===== src/rtl/cache_pkg.sv =====
// Shared types and default parameters for the N-way cache controller.
package cache_pkg;

    typedef enum logic [2:0] {
        ST_IDLE      = 3'd0,
        ST_CHECK     = 3'd1,
        ST_WRITEBACK = 3'd2,
        ST_WB_WAIT   = 3'd3,
        ST_FILL_REQ  = 3'd4,
        ST_FILL_WAIT = 3'd5,
        ST_INSTALL   = 3'd6,
        ST_ERROR     = 3'd7
    } state_e;

    typedef enum logic {
        OP_RD = 1'b0,
        OP_WR = 1'b1
    } op_e;

    localparam int unsigned DEF_WAYS      = 32'd2;
    localparam int unsigned DEF_BURST_LEN = 32'd8;
    localparam int unsigned DEF_TIMEOUT   = 32'd1024;

    function automatic int unsigned clog2_min1(input int unsigned n);
        return (n <= 32'd2) ? 32'd1 : $clog2(n);
    endfunction

endpackage


===== src/rtl/cache_perf_cnt.sv =====
// Saturating hit/miss/writeback event counters for the cache controller.
module cache_perf_cnt (
    input  logic        clk,
    input  logic        rst,
    input  logic        inc_hit_i,
    input  logic        inc_miss_i,
    input  logic        inc_wb_i,
    output logic [31:0] hit_cnt_o,
    output logic [31:0] miss_cnt_o,
    output logic [31:0] wb_cnt_o
);

    function automatic logic [31:0] sat_inc(input logic [31:0] v, input logic en);
        return (en && (v != 32'hFFFF_FFFF)) ? (v + 32'd1) : v;
    endfunction

    // Counter registers, cleared by reset and held at all-ones once saturated.
    always_ff @(posedge clk) begin
        if (rst) begin
            hit_cnt_o  <= 32'd0;
            miss_cnt_o <= 32'd0;
            wb_cnt_o   <= 32'd0;
        end else begin
            hit_cnt_o  <= sat_inc(hit_cnt_o, inc_hit_i);
            miss_cnt_o <= sat_inc(miss_cnt_o, inc_miss_i);
            wb_cnt_o   <= sat_inc(wb_cnt_o, inc_wb_i);
        end
    end

endmodule


===== src/rtl/cache_ctrl_nway.sv =====
// N-way cache controller FSM: hit check, dirty-victim writeback, burst refill, write-miss install.
// Optional performance counters are enabled by defining CACHE_CTRL_PERF_CNT_EN.
module cache_ctrl_nway
    import cache_pkg::*;
#(
    parameter int unsigned WAYS      = DEF_WAYS,
    parameter int unsigned BURST_LEN = DEF_BURST_LEN,
    parameter int unsigned TIMEOUT   = DEF_TIMEOUT,
    localparam int unsigned WAY_W    = $clog2(WAYS),
    localparam int unsigned BEAT_W   = clog2_min1(BURST_LEN),
    localparam int unsigned WD_W     = clog2_min1(TIMEOUT)
) (
    input  logic              clk,
    input  logic              rst,
    input  logic              cpu_read_i,
    input  logic              cpu_write_i,
    input  logic              hit_i,
    input  logic [WAY_W-1:0]  hit_way_i,
    input  logic [WAY_W-1:0]  lru_way_i,
    input  logic [WAYS-1:0]   is_valid_i,
    input  logic [WAYS-1:0]   is_dirty_i,
    input  logic              mem_ack_i,
    input  logic              mem_rvalid_i,
    output logic              cpu_ready_o,
    output logic              mem_read_o,
    output logic              mem_write_o,
    output logic [WAYS-1:0]   load_data_o,
    output logic [WAYS-1:0]   load_tag_o,
    output logic [BEAT_W-1:0] beat_idx_o,
    output logic              data_in_select_o,
    output logic              lru_load_o,
    output logic [WAY_W-1:0]  lru_touch_o,
    output logic [WAYS-1:0]   set_valid_o,
    output logic [WAYS-1:0]   write_valid_o,
    output logic [WAYS-1:0]   set_dirty_o,
    output logic [WAYS-1:0]   write_dirty_o,
`ifdef CACHE_CTRL_PERF_CNT_EN
    output logic [31:0]       hit_cnt_o,
    output logic [31:0]       miss_cnt_o,
    output logic [31:0]       wb_cnt_o,
`endif
    output logic              error_o
);

    state_e              state_q, state_d;
    op_e                 op_q, op_d;
    logic [WAY_W-1:0]    victim_q, victim_d;
    logic [BEAT_W-1:0]   beat_q, beat_d;
    logic [WD_W-1:0]     wd_q, wd_d;
    logic                cpu_ready_q, cpu_ready_d, mem_read_q, mem_read_d, mem_write_q, mem_write_d;
    logic [WAYS-1:0]     load_data_q, load_data_d, load_tag_q, load_tag_d;
    logic [BEAT_W-1:0]   beat_idx_q, beat_idx_d;
    logic                dis_q, dis_d, lru_load_q, lru_load_d, error_q, error_d;
    logic [WAY_W-1:0]    lru_touch_q, lru_touch_d;
    logic [WAYS-1:0]     set_valid_q, set_valid_d, write_valid_q, write_valid_d;
    logic [WAYS-1:0]     set_dirty_q, set_dirty_d, write_dirty_q, write_dirty_d;
    logic [WAYS-1:0]     victim_oh_s, hit_oh_s;
    logic                clean_s, take_beat_s, wd_expired_s;

    assign victim_oh_s  = WAYS'(1) << victim_q;
    assign hit_oh_s     = WAYS'(1) << hit_way_i;
    assign wd_expired_s = (wd_q == WD_W'(TIMEOUT - 32'd1));

    // Next-state and registered-output decode; every strobe defaults low each cycle.
    always_comb begin
        state_d = state_q;     op_d = op_q;          victim_d = victim_q;
        beat_d = beat_q;       wd_d = wd_q;
        cpu_ready_d = 1'b0;    mem_read_d = 1'b0;    mem_write_d = 1'b0;
        load_data_d = '0;      load_tag_d = '0;      beat_idx_d = '0;
        dis_d = 1'b0;          lru_load_d = 1'b0;    lru_touch_d = '0;
        set_valid_d = '0;      write_valid_d = '0;   set_dirty_d = '0;
        write_dirty_d = '0;    error_d = 1'b0;
        clean_s = 1'b0;        take_beat_s = 1'b0;
        case (state_q)
            ST_IDLE: begin
                beat_d = '0;
                wd_d   = '0;
                if (cpu_read_i || cpu_write_i) begin
                    op_d     = cpu_write_i ? OP_WR : OP_RD;
                    victim_d = lru_way_i;
                    state_d  = ST_CHECK;
                end else begin
                    state_d = ST_IDLE;
                end
            end
            ST_CHECK: begin
                if (!hit_i) begin
                    state_d = ST_WRITEBACK;
                end else if (is_valid_i[hit_way_i]) begin
                    lru_load_d  = 1'b1;
                    lru_touch_d = hit_way_i;
                    cpu_ready_d = 1'b1;
                    if (op_q == OP_WR) begin
                        set_dirty_d   = hit_oh_s;
                        write_dirty_d = hit_oh_s;
                    end else begin
                        set_dirty_d = '0;
                    end
                    state_d = ST_IDLE;
                end else begin
                    state_d = ST_ERROR;
                end
            end
            ST_WRITEBACK: begin
                if (is_valid_i[victim_q] && is_dirty_i[victim_q]) begin
                    mem_write_d = 1'b1;
                    wd_d        = '0;
                    state_d     = ST_WB_WAIT;
                end else begin
                    clean_s = 1'b1;
                end
            end
            ST_WB_WAIT: begin
                if (mem_ack_i) begin
                    clean_s = 1'b1;
                end else if (wd_expired_s) begin
                    state_d = ST_ERROR;
                end else begin
                    mem_write_d = 1'b1;
                    wd_d        = wd_q + WD_W'(1);
                end
            end
            ST_FILL_REQ: begin
                // A beat arriving alongside the ack is already part of the burst.
                if (mem_ack_i) begin
                    wd_d        = '0;
                    state_d     = ST_FILL_WAIT;
                    take_beat_s = mem_rvalid_i;
                end else if (wd_expired_s) begin
                    state_d = ST_ERROR;
                end else begin
                    mem_read_d = 1'b1;
                    wd_d       = wd_q + WD_W'(1);
                end
            end
            ST_FILL_WAIT: begin
                if (mem_rvalid_i) begin
                    take_beat_s = 1'b1;
                end else if (wd_expired_s) begin
                    state_d = ST_ERROR;
                end else begin
                    wd_d = wd_q + WD_W'(1);
                end
            end
            ST_INSTALL: begin
                load_data_d   = victim_oh_s;
                load_tag_d    = victim_oh_s;
                set_valid_d   = victim_oh_s;
                write_valid_d = victim_oh_s;
                set_dirty_d   = victim_oh_s;
                write_dirty_d = victim_oh_s;
                state_d       = ST_CHECK;
            end
            ST_ERROR: begin
                error_d = 1'b1;
                state_d = ST_IDLE;
            end
            default: begin
                state_d = ST_IDLE;
            end
        endcase

        if (clean_s) begin
            wd_d = '0;
            if (op_q == OP_WR) begin
                state_d = ST_INSTALL;
            end else begin
                mem_read_d = 1'b1;
                beat_d     = '0;
                state_d    = ST_FILL_REQ;
            end
        end else begin
            clean_s = 1'b0;
        end

        if (take_beat_s) begin
            load_data_d = victim_oh_s;
            dis_d       = 1'b1;
            beat_idx_d  = beat_q;
            wd_d        = '0;
            if (beat_q == BEAT_W'(BURST_LEN - 32'd1)) begin
                load_tag_d    = victim_oh_s;
                set_valid_d   = victim_oh_s;
                write_valid_d = victim_oh_s;
                write_dirty_d = victim_oh_s;
                beat_d        = '0;
                state_d       = ST_CHECK;
            end else begin
                beat_d = beat_q + BEAT_W'(1);
            end
        end else begin
            take_beat_s = 1'b0;
        end
    end

    // State, bookkeeping and output registers with synchronous reset.
    always_ff @(posedge clk) begin
        if (rst) begin
            state_q <= ST_IDLE;  op_q <= OP_RD;  victim_q <= '0;  beat_q <= '0;  wd_q <= '0;
            cpu_ready_q <= 1'b0;  mem_read_q <= 1'b0;  mem_write_q <= 1'b0;
            load_data_q <= '0;  load_tag_q <= '0;  beat_idx_q <= '0;  dis_q <= 1'b0;
            lru_load_q <= 1'b0;  lru_touch_q <= '0;  set_valid_q <= '0;  write_valid_q <= '0;
            set_dirty_q <= '0;  write_dirty_q <= '0;  error_q <= 1'b0;
        end else begin
            state_q <= state_d;  op_q <= op_d;  victim_q <= victim_d;  beat_q <= beat_d;  wd_q <= wd_d;
            cpu_ready_q <= cpu_ready_d;  mem_read_q <= mem_read_d;  mem_write_q <= mem_write_d;
            load_data_q <= load_data_d;  load_tag_q <= load_tag_d;  beat_idx_q <= beat_idx_d;  dis_q <= dis_d;
            lru_load_q <= lru_load_d;  lru_touch_q <= lru_touch_d;  set_valid_q <= set_valid_d;
            write_valid_q <= write_valid_d;  set_dirty_q <= set_dirty_d;  write_dirty_q <= write_dirty_d;
            error_q <= error_d;
        end
    end

    assign cpu_ready_o      = cpu_ready_q;
    assign mem_read_o       = mem_read_q;
    assign mem_write_o      = mem_write_q;
    assign load_data_o      = load_data_q;
    assign load_tag_o       = load_tag_q;
    assign beat_idx_o       = beat_idx_q;
    assign data_in_select_o = dis_q;
    assign lru_load_o       = lru_load_q;
    assign lru_touch_o      = lru_touch_q;
    assign set_valid_o      = set_valid_q;
    assign write_valid_o    = write_valid_q;
    assign set_dirty_o      = set_dirty_q;
    assign write_dirty_o    = write_dirty_q;
    assign error_o          = error_q;

`ifdef CACHE_CTRL_PERF_CNT_EN
    logic inc_hit_s, inc_miss_s, inc_wb_s;

    assign inc_hit_s  = (state_q == ST_CHECK) && hit_i && is_valid_i[hit_way_i];
    assign inc_miss_s = (state_q == ST_CHECK) && !hit_i;
    assign inc_wb_s   = (state_q == ST_WRITEBACK) && is_valid_i[victim_q] && is_dirty_i[victim_q];

    cache_perf_cnt u_perf_cnt (
        .clk        (clk),
        .rst        (rst),
        .inc_hit_i  (inc_hit_s),
        .inc_miss_i (inc_miss_s),
        .inc_wb_i   (inc_wb_s),
        .hit_cnt_o  (hit_cnt_o),
        .miss_cnt_o (miss_cnt_o),
        .wb_cnt_o   (wb_cnt_o)
    );
`endif

endmodule

===== config.mk =====
export PLATFORM = sky130hd
export DESIGN_NAME = cache_ctrl_nway
export DESIGN_NICKNAME = d
export VERILOG_FILES = /design/src/rtl/cache_pkg.sv /design/src/rtl/cache_perf_cnt.sv /design/src/rtl/cache_ctrl_nway.sv
export SDC_FILE = /design/constraint.sdc
export NUM_CORES = 1
export LEC_CHECK = 0
export ABC_AREA = 1
export CORE_MARGIN = 2
export CORE_UTILIZATION = 51
export DETAILED_ROUTE_END_ITERATION = 8
export HOLD_SLACK_MARGIN = 0.06
export PLACE_DENSITY = 0.78
export SKIP_CTS_REPAIR_TIMING = 1
export SKIP_LAST_GASP = 1
export SLEW_MARGIN = 20
export SYNTH_ARGS = -nofsm -noshare
export SYNTH_HDL_FRONTEND = slang
export SYNTH_HIERARCHICAL = 1
export SYNTH_SLANG_ARGS = --single-unit

===== constraint.sdc =====
create_clock -name clk -period 2 [get_ports clk]
set_input_delay 0.6 -clock clk [delete_from_list [all_inputs] [get_ports clk]]
set_output_delay 0.6 -clock clk [all_outputs]
set_load 0.005 [all_outputs]

# After elaboration in Yosys (flattened, before gate mapping)

Cells that the tools add are included.

Register bits after elaboration: 35
Output and inout port bits: 22

Add/subtract/negate cells: 2
$lt $le $gt $ge: 2
Equal/unequal tests: 12
Shift operators: 2
Muxes and demuxes: 57
Bitwise gates (word level): 4
Reduce and logical (&&, ||, !) cells: 10

Operators by type and width:

| operator                                                                      | number |
|---|---|
| 10-bit two-way mux                                                            | 5 |
| 10-bit one-hot mux with 5 select lines                                        | 1 |
| 3-bit two-way mux                                                             | 15 |
| 3-bit one-hot mux with 8 select lines                                         | 1 |
| 1-bit two-way mux                                                             | 21 |
| 2-bit two-way mux                                                             | 10 |
| 3-bit equality test (second input constant)                                   | 5 |
| 10-bit by 1-bit adder with 10-bit output (second input constant)              | 1 |
| 10-bit equality test (second input constant)                                  | 1 |
| 3-bit by 2-bit equality test with 1-bit output (second input constant)        | 2 |
| 2-bit inequality test (second input constant)                                 | 3 |
| 1-bit one-hot mux with 2 select lines                                         | 3 |
| 3-bit OR reduction                                                            | 2 |
| 5-bit nonzero test                                                            | 1 |
| 1-bit by 2-bit less-than comparator with 1-bit output (second input constant) | 2 |
| 1-bit inverter                                                                | 4 |
| 2-bit one-hot mux with 2 select lines                                         | 1 |
| 4-bit AND reduction                                                           | 1 |
| 4-bit OR reduction                                                            | 1 |
| 1-bit by 1-bit << shifter with 2-bit output (first input constant)            | 2 |
| 3-bit by 1-bit adder with 3-bit output (second input constant)                | 1 |
| 3-bit by 1-bit equality test with 1-bit output (second input constant)        | 1 |
| 3-bit logical NOT                                                             | 1 |
| 2-bit AND reduction                                                           | 1 |
| other kinds (3)                                                               | 3 |

# Logic depth before layout (Yosys ltp)

Gate-level depths: netlist (run 1).

Depth in word-level cells: 8
Mapped depth: 12
Depth with buffers taken out: 11

# Worst setup path after synthesis (run 1)

No wires, ideal clock.

Path kind: input to register
From: input port mem_rvalid_i
To: register wd_q[1]
Library setup time: 0.116 ns
Data arrival time: 1.351 ns
Data required time: 1.884 ns
Path slack: 0.533 ns
Cell stages on the path: 8
Cell sequence: inv_1 > nand2_1 > a21oi_4 > nand3_4 > nor2_4 > inv_1 > nor2_1 > nor2_1

Word-level cells in the longest chain between the ends: 3
Elaborated cells on any way between the ends: 6

Ends and longest elaborated chain:

| element                               | RTL line                                       | text |
|---|---|---|
| from (decl)                           | cache_ctrl_nway.sv:23                          | `input logic mem_rvalid_i,` |
| 1-bit two-way mux (on tied branches)  | cache_ctrl_nway.sv:137, cache_ctrl_nway.sv:125 |  |
| 1-bit one-hot mux with 2 select lines | cache_ctrl_nway.sv:74                          | `case (state_q)` |
| 3-bit OR reduction (no source line)   | --                                             |  |
| to (signal assigned)                  | cache_ctrl_nway.sv:205                         | `state_q <= state_d; op_q <= op_d; victim_q <= victim_d; beat_q <= beat_d; wd_q <= wd_d;` |
| to (decl)                             | cache_ctrl_nway.sv:49                          | `logic [WD_W-1:0] wd_q, wd_d;` |

Parallel ways exist; a longest one is shown, timed or not.
A chain may end at the register's enable or synchronous reset.

# Worst setup path in the final report (run 1)

From: register write_valid_q[0], in the netlist write_valid_o[0]
To: output port write_valid_o[0]

RTL lines:

| element                | RTL line               | text |
|---|---|---|
| from (decl)            | cache_ctrl_nway.sv:55  | `logic [WAYS-1:0] set_valid_q, set_valid_d, write_valid_q, write_valid_d;` |
| from (signal assigned) | cache_ctrl_nway.sv:209 | `write_valid_q <= write_valid_d; set_dirty_q <= set_dirty_d; write_dirty_q <= write_dirty_d;` |
| to (decl)              | cache_ctrl_nway.sv:34  | `output logic [WAYS-1:0] write_valid_o,` |

No word-level cell between the ends.

==> results of run 1 <==
==> kinds of logic (layout without fill, tap and decap cells) <==
kind of cell | Yosys count | in the layout | synth area share, %
AO/OA/AOI/OAI | 29 | 29 | 9.286
buffers and inverters | 58 | 99 | 13.32
AND/OR/NAND/NOR | 155 | 155 | 37.68
adder cells (fa/ha/maj) | 3 | 3 | 2.019
flip-flops | 35 | 35 | 37.68
==> power by group <==
| group | switching (W) | internal [W] | total (W) | leakage (nW) |
|---|---|---|---|---|
| Combinational | 0.000502 | 0.000310 | 0.000813 | 0.761 |
| Sequential | 0.000108 | 0.000767 | 0.000875 | 0.283 |
| Clock | 0.000268 | 0.000269 | 0.000537 | 0.0458 |
| Total | 0.000878 | 0.00135 | 0.00223 | 1.09 |
==> cell type report <==
cell class | count | area share, %
clock inverters | 3 | 2.022
flip-flops and latches | 35 | 29.80
multi-input cells | 187 | 38.74
repair buffers | 42 | 17.56
inverters | 49 | 7.823
clock buffers | 5 | 1.597
well taps | 46 | 2.448
==> per-layer routing <==
metal	part of all wire, %	wire length [um]	track usage (%)	up-vias
met1	49	1977	30.74	791
met5	0	0	0	-
li1	-	-	-	950
met2	42	1707	32.55	57
met3	7.2	288	5.986	5
met4	1.2	49	7.181	0
==> state kept, by name (all words and copies together), names as in the netlist <==
register	cells
beat_idx_o	3
beat_q	3
data_in_select_o	1
error_o	1
load_data_o	2
lru_load_o	1
lru_touch_o	1
mem_read_o	1
mem_write_o	1
op_q	1
set_dirty_o	2
state_q	3
victim_q	1
wd_q	10
write_dirty_o	2
write_valid_o	2
==> worst register-to-register path: cells and delay by family (launching register included) <==
family                   cells  cell delay (ns)
AND/OR/NAND/NOR              5             0.62
flip-flops                   1             0.43
adder cells (fa/ha/maj)      1             0.25
buffers and inverters        1             0.19
AO/OA/AOI/OAI                1             0.16
==> final timing paths <==
kind,start,end,cells past startpoint
hold / removal,beat_q[1],beat_idx_o[1],2
hold reg to reg,beat_q[1],beat_idx_o[1],2
setup / recovery,write_valid_o[0],write_valid_o[0],1
setup reg to reg,wd_q[0],wd_q[0],8
==> per-stage QoR <==
stage | area [um^2] | setup TNS (ns) | power [W] | hold slack, ns | setup WS, ns
2_1_floorplan | 1859 | 0 | 0.001460 | 0.4286 | 0.5330
3_3_place_gp | 2266 | -0.07605 | 0.001679 | 0.4421 | -0.03488
3_5_place_dp | 2266 | -0.2164 | 0.001695 | 0.4486 | -0.05704
4_1_cts | 2351 | 0 | 0.002229 | 0.4668 | 0.1409
5_1_grt | 2351 | 0 | 0.002393 | 0.4886 | 0.06402
6_report | 2351 | 0 | 0.002225 | 0.4663 | 0.1587
==> cell usage in the layout (no fill, tap or decap), drive strengths merged <==
cell type       n
clkinv          1
clkdlybuf4s50  34
nand4           6
dfxtp          35
a21oi          15
nor3            5
a22oi           2
ha              3
a211oi          2
o21a            1
bufinv          1
nor4            1
o21ai           9
inv            50
buf             8
clkbuf          5
nor2           47
nand3          21
nand2          75
==> metrics.cfg, run 1 <==
[outcome]
status = completed

[final_layout]
multiInputGateArea_um2 = 910.9
drive_gt1_share_pct = 12.15
fin_nets = 336
antenna_cells = 0
synthToLayoutAreaGrowth_pct = 26.45
seq_area_um2 = 700.7
finish.utilization_pct = 68.83
n_fill_cell = 299
fin_cells = 367

[clock_network]
cts_tree = done
clockBufferDepth = 2
clk_pin_slew_ns = 0.13
clock_sinks = 35
ctsRootBufferMaster = clkbuf_4
numCtsBuffers = 5
worstSkewPairLatency_ns = 0.36
htree_num_levels = 2

[logic_synthesis]
syn_inst = 280
synth_top_area_share_pct = 37.69
ys_seq_area_share_pct = 37.69
synth.avg_cell_area_um2 = 6.640
syn_area_mm2 = 0.001859
synthMostInstantiatedCell = nand2_1
ys_warn_count = 6
ys_ff_latch = 35
synth_fp_nets = 296
synth_common_cells = 71 x nand2_1, 43 x nor2_1, 40 x inv_1
synthArstFlopShare_pct = 0
yosys_most_used_dff = dfxtp_1
synth.distinct_cells = 26
ys_top_cells_by_area = dfxtp_1 38%, nand2_1 14%, nor2_1 8.7%
synth_top_cell_by_area = dfxtp_1
synth-edff-count = 0

[worst_setup_path]
required_ns = 1.40
cp_top_family = buffers and inverters
rrSetupSlack_ns = 0.26
path_cells = clkdlybuf4s50_1
path_buf_inv = 1
critPathMaxStageDelay_ns = 0.51
path_max_fanout = 3
worstPathArrival_ns = 1.24
cp-end-kind = primary output
critPathSlowestCell = clkdlybuf4s50_1
cp-start-kind = register
criticalPathCategory = reg2out

[global_routing]
grt-ovfl-total = 0
grt_pass1_vias = 1660
grt_pass1_wl_um = 7127
antenna_found_initial = 0
grt_max_degree = 16
track_usage_pct = 21.94

[drt]
firstDrtPassIters = 4
drt_iter0_drc = 88
routed_wl_um = 4023
vias_per_cell = 4.913
vias = 1803
drc = 0
ant_nets = 0
wl_per_cell_um = 10.96

[timing]
maxSlewHeadroom_pct = 70.12
slew_violations = 0
finalCritPeriodShare_pct = 92.07
finalSetupViolations = 0
worst_slew_pin_slew_ns = 0.4475
hold_viol_final = 0
max_freq_mhz = 543.1
rsz0062_at_grt = no
final.setup_skew_ns = 0.01499
period_minus_slack_ns = 1.841

[floorplan]
rows = 21
num_io_pins = 35
die_area_mm2 = 0.004145
die_y_um = 64.38
initial_core_util_pct = 54.43
fp.dieW_um = 64.38
core_mm2 = 0.003416

[flow_run]
maxCapViolCount = 0

[place]
dpl.hpwl_um = 3191
dp.cells = 359
port_buffers = 34
gp_congestion = 0.9072

[worst_hold_path]
worstHoldPathType = reg2reg

[power_and_ir_drop]
power_density_mw_per_mm2 = 946.4
leakage_nw = 1.090
ir_worst_vdd_uv = 734.0

Note: power is estimated with default switching activity, not from simulation.
==> inputs of run 2 (changes only) <==
--- a/config.mk
+++ b/config.mk
@@ -6,11 +6,13 @@
 export NUM_CORES = 1
 export LEC_CHECK = 0
 export ABC_AREA = 1
+export CORE_ASPECT_RATIO = 1.2
 export CORE_MARGIN = 2
 export CORE_UTILIZATION = 51
+export CTS_BUF_LIST = sky130_fd_sc_hd__clkbuf_16
 export DETAILED_ROUTE_END_ITERATION = 8
 export HOLD_SLACK_MARGIN = 0.06
-export PLACE_DENSITY = 0.78
+export PLACE_DENSITY = 0.85
 export SKIP_CTS_REPAIR_TIMING = 1
 export SKIP_LAST_GASP = 1
 export SLEW_MARGIN = 20
==> metrics.cfg, run 2 (synthesis results as in run 1) <==
[outcome]
status = completed

[timing]
max_freq_mhz = 561.5
hold_viol_final = 0
finalCritPeriodShare_pct = 89.05
worst_slew_pin_slew_ns = 0.4445
period_minus_slack_ns = 1.781
fin_hold_ws_ns = 0.4549
final.setup_skew_ns = 0.004116
slew_violations = 0
finalSetupViolations = 0
rsz0062_at_grt = no
maxSlewHeadroom_pct = 70.32

[final_layout]
max_flop_register = wd_q
layout.cells.most_common = nand2_1
synthToLayoutAreaGrowth_pct = 29.41
fin_cells = 359
multiInputGateArea_um2 = 910.9
fin_nets = 335
n_fill_cell = 314
largest_register_ffs = 10
antenna_cells = 0
drive_gt1_share_pct = 11.88
seq_area_um2 = 700.7
final_cell_mix = 71 x nand2_1, 43 x nor2_1, 40 x inv_1

[clock_network]
ctsRootBufferMaster = clkbuf_16
worstSkewPairLatency_ns = 0.28
clk_pin_slew_ns = 0.06
htree_num_levels = 2
numCtsBuffers = 5
cts_tree = done
clockBufferDepth = 2
clock_sinks = 35

[worst_setup_path]
r2r-start = wd_q[0]
path_buf_inv = 1
path_max_fanout = 3
r2r-end = wd_q[0]
cp-start-kind = register
cp-end-kind = primary output
critPathMaxStageDelay_ns = 0.53
critPathSlowestCell = clkdlybuf4s50_1
required_ns = 1.40
reg2regPathDepth = 8
path_cells = clkdlybuf4s50_1
worstPathArrival_ns = 1.18
cp_top_family = buffers and inverters
criticalPathCategory = reg2out
rrSetupSlack_ns = 0.28

[floorplan]
rows = 24
initial_core_util_pct = 52.03
num_io_pins = 35
core_mm2 = 0.003573
fp.dieW_um = 59.12
die_y_um = 70.14
die_area_mm2 = 0.004147

[power_and_ir_drop]
power.internal_w = 0.001640
power_density_mw_per_mm2 = 1057
leakage_nw = 1.117
combinationalPowerShare_pct = 30.6
clock_power_share_pct = 34.9
p_seq_share_pct = 34.4
netSwitchingPower_w = 0.0009036
ir_worst_vdd_uv = 602.4
swShare_pct = 35.53
finalPower_w = 0.002543

[worst_hold_path]
hold_path_end = beat_idx_o[1]
worstHoldPathType = reg2reg
min_from = beat_q[1]
whs_path_depth = 2

[drt]
vias = 1832
firstDrtPassIters = 4
wl_per_cell_um = 12.06
drt_iter0_drc = 102
vias_per_cell = 5.103
routed_wl_um = 4330
ant_nets = 0
drc = 0

[global_routing]
antenna_found_initial = 0
grt-ovfl-total = 0
grt_pass1_wl_um = 7251
grt_max_degree = 16
grt_pass1_vias = 1703
track_usage_pct = 22.92

[flow_run]
maxCapViolCount = 0

[place]
gp_congestion = 0.8824
dp.cells = 351
port_buffers = 34
dpl.hpwl_um = 3355

run 2: cell count changes in the layout (fill, tap and decap cells not counted):
| cell | change |
|---|---|
| clkinv_2 | +1 |
| clkbuf_16 | +5 |
| buf_12 | -1 |
| clkbuf_4 | -5 |
| inv_6 | -1 |
run 2: layout make-up:
| class | instances | area share [%] |
|---|---|---|
| Inverter | 49 | 7.644 |
| Clock inverter | 3 | 1.820 |
| Multi-Input combinational cell | 187 | 37.86 |
| Clock buffer | 5 | 5.200 |
| Timing Repair Buffer | 41 | 16.33 |
| Tap cell | 39 | 2.028 |
| Sequential cell | 35 | 29.12 |
run 2: how the worst max path moves through the flow:
| stage | cells past startpoint | end | start |
|---|---|---|---|
| global placement | 9 | wd_q[1] | is_valid_i[1] |
| detailed placement | 9 | wd_q[1] | mem_rvalid_i |
| CTS | 1 | write_valid_o[1] | write_valid_o[1] |
| global route | 8 | wd_q[1] | wd_q[0] |
| floorplan | 8 | wd_q[1] | mem_rvalid_i |
| finish | 1 | write_valid_o[1] | write_valid_o[1] |
run 2: stage by stage:
step                        TNS, ns  instance area [um^2]  util (%)  setup slack (ns)
after floorplan                   0                  1859         -            0.5330
after global placement    -0.007105                  2237     62.61         -0.003977
after detailed placement    -0.1429                  2237     62.61          -0.05396
after CTS                         0                  2406     67.33            0.2146
after global routing              0                  2406     67.33           0.06801
final                             0                  2406     67.33            0.2190
run 2: per-layer routing:
layer	wire, um	global-route usage, %	up-vias
li1	-	-	948
met1	1716	24.10	827
met2	2335	42.35	45
met3	166	4.444	12
met4	111	9.848	0
met5	0	0	-
run 2: power by group through the flow:
| stage | logic (W) | registers [W] | clock network (W) |
|---|---|---|---|
| 2_1_floorplan | 0.000631 | 0.000828 | 0 |
| 6_report | 0.000779 | 0.000876 | 0.000888 |
| 5_1_grt | 0.000881 | 0.000886 | 0.000925 |
| 4_1_cts | 0.000780 | 0.000873 | 0.000896 |
| 3_5_place_dp | 0.000773 | 0.000887 | 0 |
| 3_3_place_gp | 0.000754 | 0.000887 | 0 |
